**config.mk**
```make
export PLATFORM = sky130hd
export DESIGN_NAME = pc_gen_flat
export DESIGN_NICKNAME = d
export VERILOG_FILES = /design/src/rtl/pc_pkg.sv /design/src/rtl/pc_gen_if.sv /design/src/rtl/pc_next_sel.sv /design/src/rtl/pc_gen.sv /design/src/flat_wrapper.sv
export SDC_FILE = /design/constraint.sdc
export NUM_CORES = 1
export LEC_CHECK = 0
export ABC_CLOCK_PERIOD_IN_PS = 4800
export BUFFER_PORTS_ARGS = -buffer_cell sky130_fd_sc_hd__buf_2
export CORE_ASPECT_RATIO = 1.1
export CORE_MARGIN = 10
export CORE_UTILIZATION = 40
export DETAILED_ROUTE_END_ITERATION = 16
export GPL_TIMING_DRIVEN = 0
export HOLD_SLACK_MARGIN = 0.06
export PLACE_DENSITY = 0.75
export SYNTH_ARGS = -nofsm -noshare
export SYNTH_HDL_FRONTEND = slang
export SYNTH_SLANG_ARGS = --single-unit
export TNS_END_PERCENT = 30
```
**constraint.sdc**
```tcl
create_clock -name Clk_Core -period 4.8 [get_ports Clk_Core]
set_input_delay 0.96 -clock Clk_Core [delete_from_list [all_inputs] [get_ports Clk_Core]]
set_output_delay 0.96 -clock Clk_Core [all_outputs]
set_load 0.01 [all_outputs]
```
**src/rtl/pc_pkg.sv**
```systemverilog
// Shared definitions for the fetch-stage program counter: state encoding,
// instruction step sizes and the address alignment check used by the branch unit.
package pc_pkg;

    typedef enum logic [1:0] {
        BOOT = 2'd0,
        RUN  = 2'd1,
        HALT = 2'd2
    } pc_state_t;

    localparam logic [2:0] STEP_16 = 3'd2;
    localparam logic [2:0] STEP_32 = 3'd4;

    // With compressed instructions only halfword alignment is needed.
    function automatic logic is_aligned(input logic [1:0] low_bits, input logic c_ext);
        if (c_ext) begin
            return !low_bits[0];
        end
        return (low_bits == 2'b00);
    endfunction

endpackage

```
**src/rtl/pc_gen_if.sv**
```systemverilog
// Fetch/execute-facing bundle of the program counter generator: request
// inputs from the pipeline and the fetch address outputs.
interface pc_gen_if #(
    parameter int XLEN = 32
);
    logic            Fetch_Ready;
    logic            Stall;
    logic            Instr_Compressed;
    logic            Redirect_Valid;
    logic [XLEN-1:0] Redirect_Target;
    logic            Trap_Req;
    logic            Mret_Req;
    logic            Halt_Req;
    logic            Resume;

    logic [XLEN-1:0] Program_Count;
    logic [XLEN-1:0] Program_Count_Off;
    logic            Fetch_Valid;
    logic [XLEN-1:0] Epc;
    logic            Misaligned_Fault;

    // master is the pipeline side that raises requests; slave is pc_gen itself
    modport master (
        output Fetch_Ready, Stall, Instr_Compressed, Redirect_Valid, Redirect_Target,
               Trap_Req, Mret_Req, Halt_Req, Resume,
        input  Program_Count, Program_Count_Off, Fetch_Valid, Epc, Misaligned_Fault
    );

    modport slave (
        input  Fetch_Ready, Stall, Instr_Compressed, Redirect_Valid, Redirect_Target,
               Trap_Req, Mret_Req, Halt_Req, Resume,
        output Program_Count, Program_Count_Off, Fetch_Valid, Epc, Misaligned_Fault
    );

endinterface

```
**src/rtl/pc_next_sel.sv**
```systemverilog
// Combinational priority selector for the program counter: resolves trap,
// return, redirect, halt and sequential advance into next PC/Epc/state/fault.
module pc_next_sel
    import pc_pkg::*;
#(
    parameter int              XLEN        = 32,
    parameter logic [XLEN-1:0] TRAP_VECTOR = 32'h0000_0100,
    parameter int              C_EXT       = 0
) (
    input  pc_state_t       state,
    input  logic [XLEN-1:0] pc,
    input  logic [XLEN-1:0] epc,
    input  logic [XLEN-1:0] pc_off,
    input  logic            fetch_ready,
    input  logic            stall,
    input  logic            redirect_valid,
    input  logic [XLEN-1:0] redirect_target,
    input  logic            trap_req,
    input  logic            mret_req,
    input  logic            halt_req,
    input  logic            resume,
    output logic [XLEN-1:0] next_pc,
    output logic [XLEN-1:0] next_epc,
    output pc_state_t       next_state,
    output logic            next_fault
);

    logic target_ok;

    assign target_ok = is_aligned(redirect_target[1:0], C_EXT != 0);

    // Strict priority: a lower request in the same cycle is simply dropped.
    always_comb begin
        next_pc    = pc;
        next_epc   = epc;
        next_state = state;
        next_fault = 1'b0;
        case (state)
            BOOT: begin
                next_state = RUN;
            end
            RUN: begin
                if (trap_req) begin
                    next_epc = pc;
                    next_pc  = TRAP_VECTOR;
                end else if (mret_req) begin
                    next_pc = epc;
                end else if (redirect_valid) begin
                    if (target_ok) begin
                        next_pc = redirect_target;
                    end else begin
                        next_epc   = pc;
                        next_pc    = TRAP_VECTOR;
                        next_fault = 1'b1;
                    end
                end else if (halt_req) begin
                    next_state = HALT;
                end else if (fetch_ready && !stall) begin
                    next_pc = pc_off;
                end
            end
            HALT: begin
                if (trap_req) begin
                    next_epc   = pc;
                    next_pc    = TRAP_VECTOR;
                    next_state = RUN;
                end else if (resume) begin
                    next_state = RUN;
                end
            end
            default: begin
                next_state = BOOT;
            end
        endcase
    end

endmodule

```
**src/rtl/pc_gen.sv**
```systemverilog
// Fetch-stage program counter generator: holds PC, saved exception PC, state
// and the misaligned-redirect pulse; next values come from pc_next_sel.
module pc_gen
    import pc_pkg::*;
#(
    parameter int              XLEN         = 32,
    parameter logic [XLEN-1:0] RESET_VECTOR = 32'h0000_0000,
    parameter logic [XLEN-1:0] TRAP_VECTOR  = 32'h0000_0100,
    parameter int              C_EXT        = 0
) (
    input  logic     Clk_Core,
    input  logic     Rst_Core_N,
    pc_gen_if.slave  pc_bus
);

    localparam bit VECTORS_OK = is_aligned(RESET_VECTOR[1:0], C_EXT != 0) &&
                                is_aligned(TRAP_VECTOR[1:0], C_EXT != 0);

    if (!VECTORS_OK) begin : g_vector_check
        $error("pc_gen: RESET_VECTOR or TRAP_VECTOR violates the alignment rule");
    end

    pc_state_t       state_q;
    pc_state_t       state_d;
    logic [XLEN-1:0] pc_q;
    logic [XLEN-1:0] pc_d;
    logic [XLEN-1:0] epc_q;
    logic [XLEN-1:0] epc_d;
    logic            fault_q;
    logic            fault_d;
    logic [2:0]      step;
    logic [XLEN-1:0] pc_off;

    assign step   = ((C_EXT != 0) && pc_bus.Instr_Compressed) ? STEP_16 : STEP_32;
    assign pc_off = pc_q + XLEN'(step);

    pc_next_sel #(
        .XLEN        (XLEN),
        .TRAP_VECTOR (TRAP_VECTOR),
        .C_EXT       (C_EXT)
    ) u_next_sel (
        .state           (state_q),
        .pc              (pc_q),
        .epc             (epc_q),
        .pc_off          (pc_off),
        .fetch_ready     (pc_bus.Fetch_Ready),
        .stall           (pc_bus.Stall),
        .redirect_valid  (pc_bus.Redirect_Valid),
        .redirect_target (pc_bus.Redirect_Target),
        .trap_req        (pc_bus.Trap_Req),
        .mret_req        (pc_bus.Mret_Req),
        .halt_req        (pc_bus.Halt_Req),
        .resume          (pc_bus.Resume),
        .next_pc         (pc_d),
        .next_epc        (epc_d),
        .next_state      (state_d),
        .next_fault      (fault_d)
    );

    always_ff @(posedge Clk_Core or negedge Rst_Core_N) begin
        if (!Rst_Core_N) begin
            state_q <= BOOT;
            pc_q    <= RESET_VECTOR;
            epc_q   <= '0;
            fault_q <= 1'b0;
        end else begin
            state_q <= state_d;
            pc_q    <= pc_d;
            epc_q   <= epc_d;
            fault_q <= fault_d;
        end
    end

    assign pc_bus.Program_Count     = pc_q;
    assign pc_bus.Program_Count_Off = pc_off;
    assign pc_bus.Fetch_Valid       = (state_q == RUN);
    assign pc_bus.Epc               = epc_q;
    assign pc_bus.Misaligned_Fault  = fault_q;

endmodule

```
**src/flat_wrapper.sv**
```systemverilog
// flat-port wrapper written by rule: the top's interface ports become plain ports
module pc_gen_flat import pc_pkg::*;
#(
    parameter int              XLEN         = 32,
    parameter logic [XLEN-1:0] RESET_VECTOR = 32'h0000_0000,
    parameter logic [XLEN-1:0] TRAP_VECTOR  = 32'h0000_0100,
    parameter int              C_EXT        = 0
)
  (Clk_Core, Rst_Core_N, pc_bus_Fetch_Ready, pc_bus_Stall, pc_bus_Instr_Compressed, pc_bus_Redirect_Valid, pc_bus_Redirect_Target, pc_bus_Trap_Req, pc_bus_Mret_Req, pc_bus_Halt_Req, pc_bus_Resume, pc_bus_Program_Count, pc_bus_Program_Count_Off, pc_bus_Fetch_Valid, pc_bus_Epc, pc_bus_Misaligned_Fault);
  pc_gen_if #(.XLEN(XLEN)) pc_bus_i ();
  input  logic Clk_Core;
  input  logic Rst_Core_N;
  input wire logic [$bits(pc_bus_i.Fetch_Ready)-1:0] pc_bus_Fetch_Ready;
  input wire logic [$bits(pc_bus_i.Stall)-1:0] pc_bus_Stall;
  input wire logic [$bits(pc_bus_i.Instr_Compressed)-1:0] pc_bus_Instr_Compressed;
  input wire logic [$bits(pc_bus_i.Redirect_Valid)-1:0] pc_bus_Redirect_Valid;
  input wire logic [$bits(pc_bus_i.Redirect_Target)-1:0] pc_bus_Redirect_Target;
  input wire logic [$bits(pc_bus_i.Trap_Req)-1:0] pc_bus_Trap_Req;
  input wire logic [$bits(pc_bus_i.Mret_Req)-1:0] pc_bus_Mret_Req;
  input wire logic [$bits(pc_bus_i.Halt_Req)-1:0] pc_bus_Halt_Req;
  input wire logic [$bits(pc_bus_i.Resume)-1:0] pc_bus_Resume;
  output wire logic [$bits(pc_bus_i.Program_Count)-1:0] pc_bus_Program_Count;
  output wire logic [$bits(pc_bus_i.Program_Count_Off)-1:0] pc_bus_Program_Count_Off;
  output wire logic [$bits(pc_bus_i.Fetch_Valid)-1:0] pc_bus_Fetch_Valid;
  output wire logic [$bits(pc_bus_i.Epc)-1:0] pc_bus_Epc;
  output wire logic [$bits(pc_bus_i.Misaligned_Fault)-1:0] pc_bus_Misaligned_Fault;
  assign pc_bus_i.Fetch_Ready = pc_bus_Fetch_Ready;
  assign pc_bus_i.Stall = pc_bus_Stall;
  assign pc_bus_i.Instr_Compressed = pc_bus_Instr_Compressed;
  assign pc_bus_i.Redirect_Valid = pc_bus_Redirect_Valid;
  assign pc_bus_i.Redirect_Target = pc_bus_Redirect_Target;
  assign pc_bus_i.Trap_Req = pc_bus_Trap_Req;
  assign pc_bus_i.Mret_Req = pc_bus_Mret_Req;
  assign pc_bus_i.Halt_Req = pc_bus_Halt_Req;
  assign pc_bus_i.Resume = pc_bus_Resume;
  assign pc_bus_Program_Count = pc_bus_i.Program_Count;
  assign pc_bus_Program_Count_Off = pc_bus_i.Program_Count_Off;
  assign pc_bus_Fetch_Valid = pc_bus_i.Fetch_Valid;
  assign pc_bus_Epc = pc_bus_i.Epc;
  assign pc_bus_Misaligned_Fault = pc_bus_i.Misaligned_Fault;
  pc_gen #(.XLEN(XLEN), .RESET_VECTOR(RESET_VECTOR), .TRAP_VECTOR(TRAP_VECTOR), .C_EXT(C_EXT)) u_core (.Clk_Core(Clk_Core), .Rst_Core_N(Rst_Core_N), .pc_bus(pc_bus_i));
endmodule
```
==> results.rst <==
.. list-table::
   :header-rows: 1

   * - Metric
     - Value
   * - Run status
     - complete, no violations
   * - Clk_lat worst skew
     - 0.34 ns
   * - Total nets after synthesis
     - 427
   * - Drc violations
     - 0
   * - Routed Wire Length
     - 13600 microns
   * - Worst-Margin Slew
     - 0.895 ns
   * - Leading cell type in the layout, fill and taps excluded
     - sky130_fd_sc_hd__buf_2
   * - Power density normalized to cell area
     - 295 nW/um^2
   * - Overall power after layout
     - 1.42 mW
   * - Area after DPL
     - 4630 sq um
   * - Top Family by Delay on Critical Path
     - simple AND/OR/NAND/NOR gates
   * - Final hold vios
     - 0
   * - Initial antenna violation count
     - 0
   * - WP data required
     - 3.84 ns
   * - Total routing usage reported by global routing
     - 0.191
   * - Maximum level of the CTS H-tree
     - 3
   * - Sequential element share of the synthesized area
     - 0.442
   * - Global-route wire length before repair
     - 21100 microns
   * - Worst Path Buf+Inv
     - 1
   * - Detailed-placement wirelength estimate
     - 10100 microns
   * - TritonCTS clock tree
     - yes
   * - Clock skew after layout
     - 0.00726 ns
   * - Most frequent cells in the layout
     - sky130_fd_sc_hd__buf_2, sky130_fd_sc_hd__dfrtp_1, sky130_fd_sc_hd__o21ai_0
   * - Period utilization
     - 0.809
   * - Leak
     - 2.48 nW
   * - Slew margin rel.
     - 0.404
   * - Total of warnings raised by yosys
     - 0
   * - Syn-to-layout area delta
     - 27.1%
   * - Buffer cell driving the clock tree root
     - sky130_fd_sc_hd__clkbuf_8
   * - Critical path, cell by cell
     - ha_1 -> nand4_1 -> or3_1 -> nor4_1 -> xor2_1 -> buf_2
   * - Primary FF master, synth
     - sky130_fd_sc_hd__dfrtp_1
   * - Die outline area
     - 13800 sq um
   * - Post-route cell area
     - 4820 sq um
   * - FF+latch count, synth
     - 67
   * - Starting density of the core
     - 0.408
   * - Count of final max-slew check failures
     - 0
   * - Post-synthesis instance area
     - 3790 sq um
   * - Antenna Violating Nets Remaining
     - 0
   * - Clock-pin slew on the worst setup and hold paths
     - 0.07 ns
   * - Number of buffers added by the clock tree synthesis step
     - 9
   * - Setup CP Type
     - reg2out
   * - Worst setup slack for register-to-register paths
     - 2.07 ns
   * - Number of hold buffers added after cts
     - 0
   * - Die extent in y
     - 122 microns
   * - Count of input and output buffers
     - 137
   * - Critical Path Start Type
     - register
   * - Max-cap violations
     - 0
   * - Count of nets after finishing
     - 575
   * - Synth Area per Inst
     - 9.88 sq um
   * - Sort of element at the end of the critical path
     - output pin
   * - Post-CTS Resized
     - 0
   * - Clock Sinks
     - 67
   * - Die boundary width
     - 113 microns
   * - Placer Congestion
     - 0.871
   * - Number of post-CTS setup repair buffers
     - 0
   * - Syn Inst Count
     - 384
   * - Critical path's largest stage delay
     - 0.59 ns
   * - Total Negative Setup Slacks
     - 0 ns
   * - Ratio of cells with drive above 1 in the final layout
     - 0.359
   * - Setup repair after global routing missed its margin
     - no
   * - Distinct cell type count of the synthesized netlist
     - 54
   * - Final hold slack
     - 0.519 ns
   * - Minimum clock period
     - 3.88 ns
   * - CP max-delay cell
     - sky130_fd_sc_hd__nor4_1
   * - First DRT Iteration DRCs
     - 260
   * - Detail-routed net length per standard cell
     - 20.7 microns
   * - Share of synthesized registers carrying an async set or reset
     - 1.00
   * - Placeable core region
     - 9310 sq um
   * - Number of enable flip-flop cells after synthesis
     - 0
   * - Deepest clock path buffer count
     - 2
   * - Critical path peak fanout
     - 7
   * - Ant. Diodes
     - 0
   * - Maximum resistive drop on vdd
     - 0.139 mV
   * - Data arrival time of the critical path
     - 2.92 ns
   * - Achievable Freq
     - 258 MHz
   * - Final Setup Violations
     - 0
   * - I/O pin total
     - 140
   * - Detailed-route via count
     - 3737
   * - Vias/cell
     - 5.71
   * - Number of iterations in the first detailed-routing pass
     - 5
   * - Largest net degree at the start of global routing
     - 68
   * - GRT overflow
     - 0
   * - Number of global-route vias before repair
     - 3846
   * - Worst hold-check path type
     - reg2reg
   * - Std cell rows
     - 37
-- registers in the layout, indices dropped and copies added, names as in the netlist --
| register | cells |
|---|---|
| u_core.state_q | 2 |
| u_core.pc_bus.Program_Count | 32 |
| u_core.pc_bus.Misaligned_Fault | 1 |
| u_core.pc_bus.Epc | 32 |
-- area by class of cell --
cell class | instances | area, sq um
inverter | 9 | 33.8
tap | 117 | 146
timing repair buffer | 137 | 688
clock buffer | 11 | 141
fill | 911 | 4480
sequential | 67 | 1680
clock inverter | 5 | 52.6
buffer | 28 | 116
multi-input combinational | 280 | 1970
-- cell families after synthesis --
kind of cell / count (synthesis) / synth area share
adders and majority gates: 1 / 0.00330
buffers and inverters: 37 / 0.0396
muxes: 39 / 0.111
AOI/OAI and AO/OA: 102 / 0.185
xor gates and xnor gates: 24 / 0.0574
DFF: 67 / 0.442
and+or+nand+nor: 114 / 0.161
-- synth_stat cells, types with 3 or more instances --
cell / n / area, sq um
sky130_fd_sc_hd__a21o_1: 4 / 30.0
sky130_fd_sc_hd__a21oi_1: 7 / 35.0
sky130_fd_sc_hd__a222oi_1: 4 / 40.0
sky130_fd_sc_hd__a22o_1: 6 / 52.6
sky130_fd_sc_hd__a22oi_1: 18 / 135
sky130_fd_sc_hd__a31oi_1: 3 / 18.8
sky130_fd_sc_hd__a32oi_1: 3 / 26.3
sky130_fd_sc_hd__and3_1: 3 / 18.8
sky130_fd_sc_hd__buf_1: 4 / 15.0
sky130_fd_sc_hd__clkbuf_1: 19 / 71.3
sky130_fd_sc_hd__dfrtp_1: 67 / 1680
sky130_fd_sc_hd__inv_1: 9 / 33.8
sky130_fd_sc_hd__mux2_2: 26 / 293
sky130_fd_sc_hd__mux2i_1: 13 / 130
sky130_fd_sc_hd__nand2_1: 25 / 93.8
sky130_fd_sc_hd__nand2b_1: 7 / 43.8
sky130_fd_sc_hd__nand3_1: 12 / 60.1
sky130_fd_sc_hd__nand4_1: 7 / 43.8
sky130_fd_sc_hd__nor2_1: 20 / 75.1
sky130_fd_sc_hd__nor2b_1: 3 / 18.8
sky130_fd_sc_hd__nor3_1: 7 / 35.0
sky130_fd_sc_hd__nor4_1: 9 / 56.3
sky130_fd_sc_hd__o21ai_0: 33 / 165
sky130_fd_sc_hd__o2bb2ai_1: 3 / 26.3
sky130_fd_sc_hd__o311ai_0: 4 / 35.0
sky130_fd_sc_hd__or2_2: 5 / 31.3
sky130_fd_sc_hd__or3_1: 4 / 25.0
sky130_fd_sc_hd__or4_1: 3 / 22.5
sky130_fd_sc_hd__xnor2_1: 13 / 114
sky130_fd_sc_hd__xor2_1: 10 / 87.6
-- metal layers --
layer / vias to the layer above / track usage / routed length, microns
met1: 1840 / 0.237 / 5720
li1: 1720 / - / -
met2: 160 / 0.310 / 6480
met4: 0 / 0.0635 / 192
met5: - / 0 / 0
met3: 17 / 0.0580 / 1170
-- worst reg2reg max path, stage by stage (launching register included) --
cell,delay (ns)
sky130_fd_sc_hd__dfrtp_1,0.52
sky130_fd_sc_hd__ha_1,0.32
sky130_fd_sc_hd__nand4_1,0.29
sky130_fd_sc_hd__or3_1,0.50
sky130_fd_sc_hd__nor4_1,0.59
sky130_fd_sc_hd__nor3b_1,0.12
sky130_fd_sc_hd__a211o_1,0.29
-- metrics by stage --
stage	setup WS (ns)	utilization	instances
2_1_floorplan	1.78	-	384
6_report	0.917	0.518	654
3_5_place_dp	0.990	0.498	638
4_1_cts	1.01	0.518	654
3_3_place_gp	1.05	0.497	638
5_1_grt	0.790	0.518	654
-- power breakdown --
| group | total [mW] | switching [mW] | internal, mW | leakage (nW) |
|---|---|---|---|---|
| combinational | 0.292 | 0.174 | 0.118 | 1.47 |
| sequential | 0.654 | 0.0498 | 0.604 | 0.910 |
| clock | 0.479 | 0.227 | 0.252 | 0.0991 |
| total | 1.42 | 0.451 | 0.974 | 2.48 |
-- worst paths after layout --
| check | from | end | cells past startpoint |
|---|---|---|---|
| max | u_core.pc_bus.Program_Count[2] | pc_bus_Program_Count_Off[30] | 6 |
| min | u_core.pc_bus.Epc[2] | u_core.pc_bus.Epc[2] | 2 |
| max reg2reg | u_core.pc_bus.Program_Count[2] | u_core.pc_bus.Program_Count[30] | 6 |
| min reg2reg | u_core.pc_bus.Epc[2] | u_core.pc_bus.Epc[2] | 2 |
| max in group asynchronous | Rst_Core_N | u_core.pc_bus.Program_Count[9] | 1 |
| min in group asynchronous | Rst_Core_N | u_core.pc_bus.Epc[0] | 1 |
Note: power is estimated with default switching activity, not from simulation.
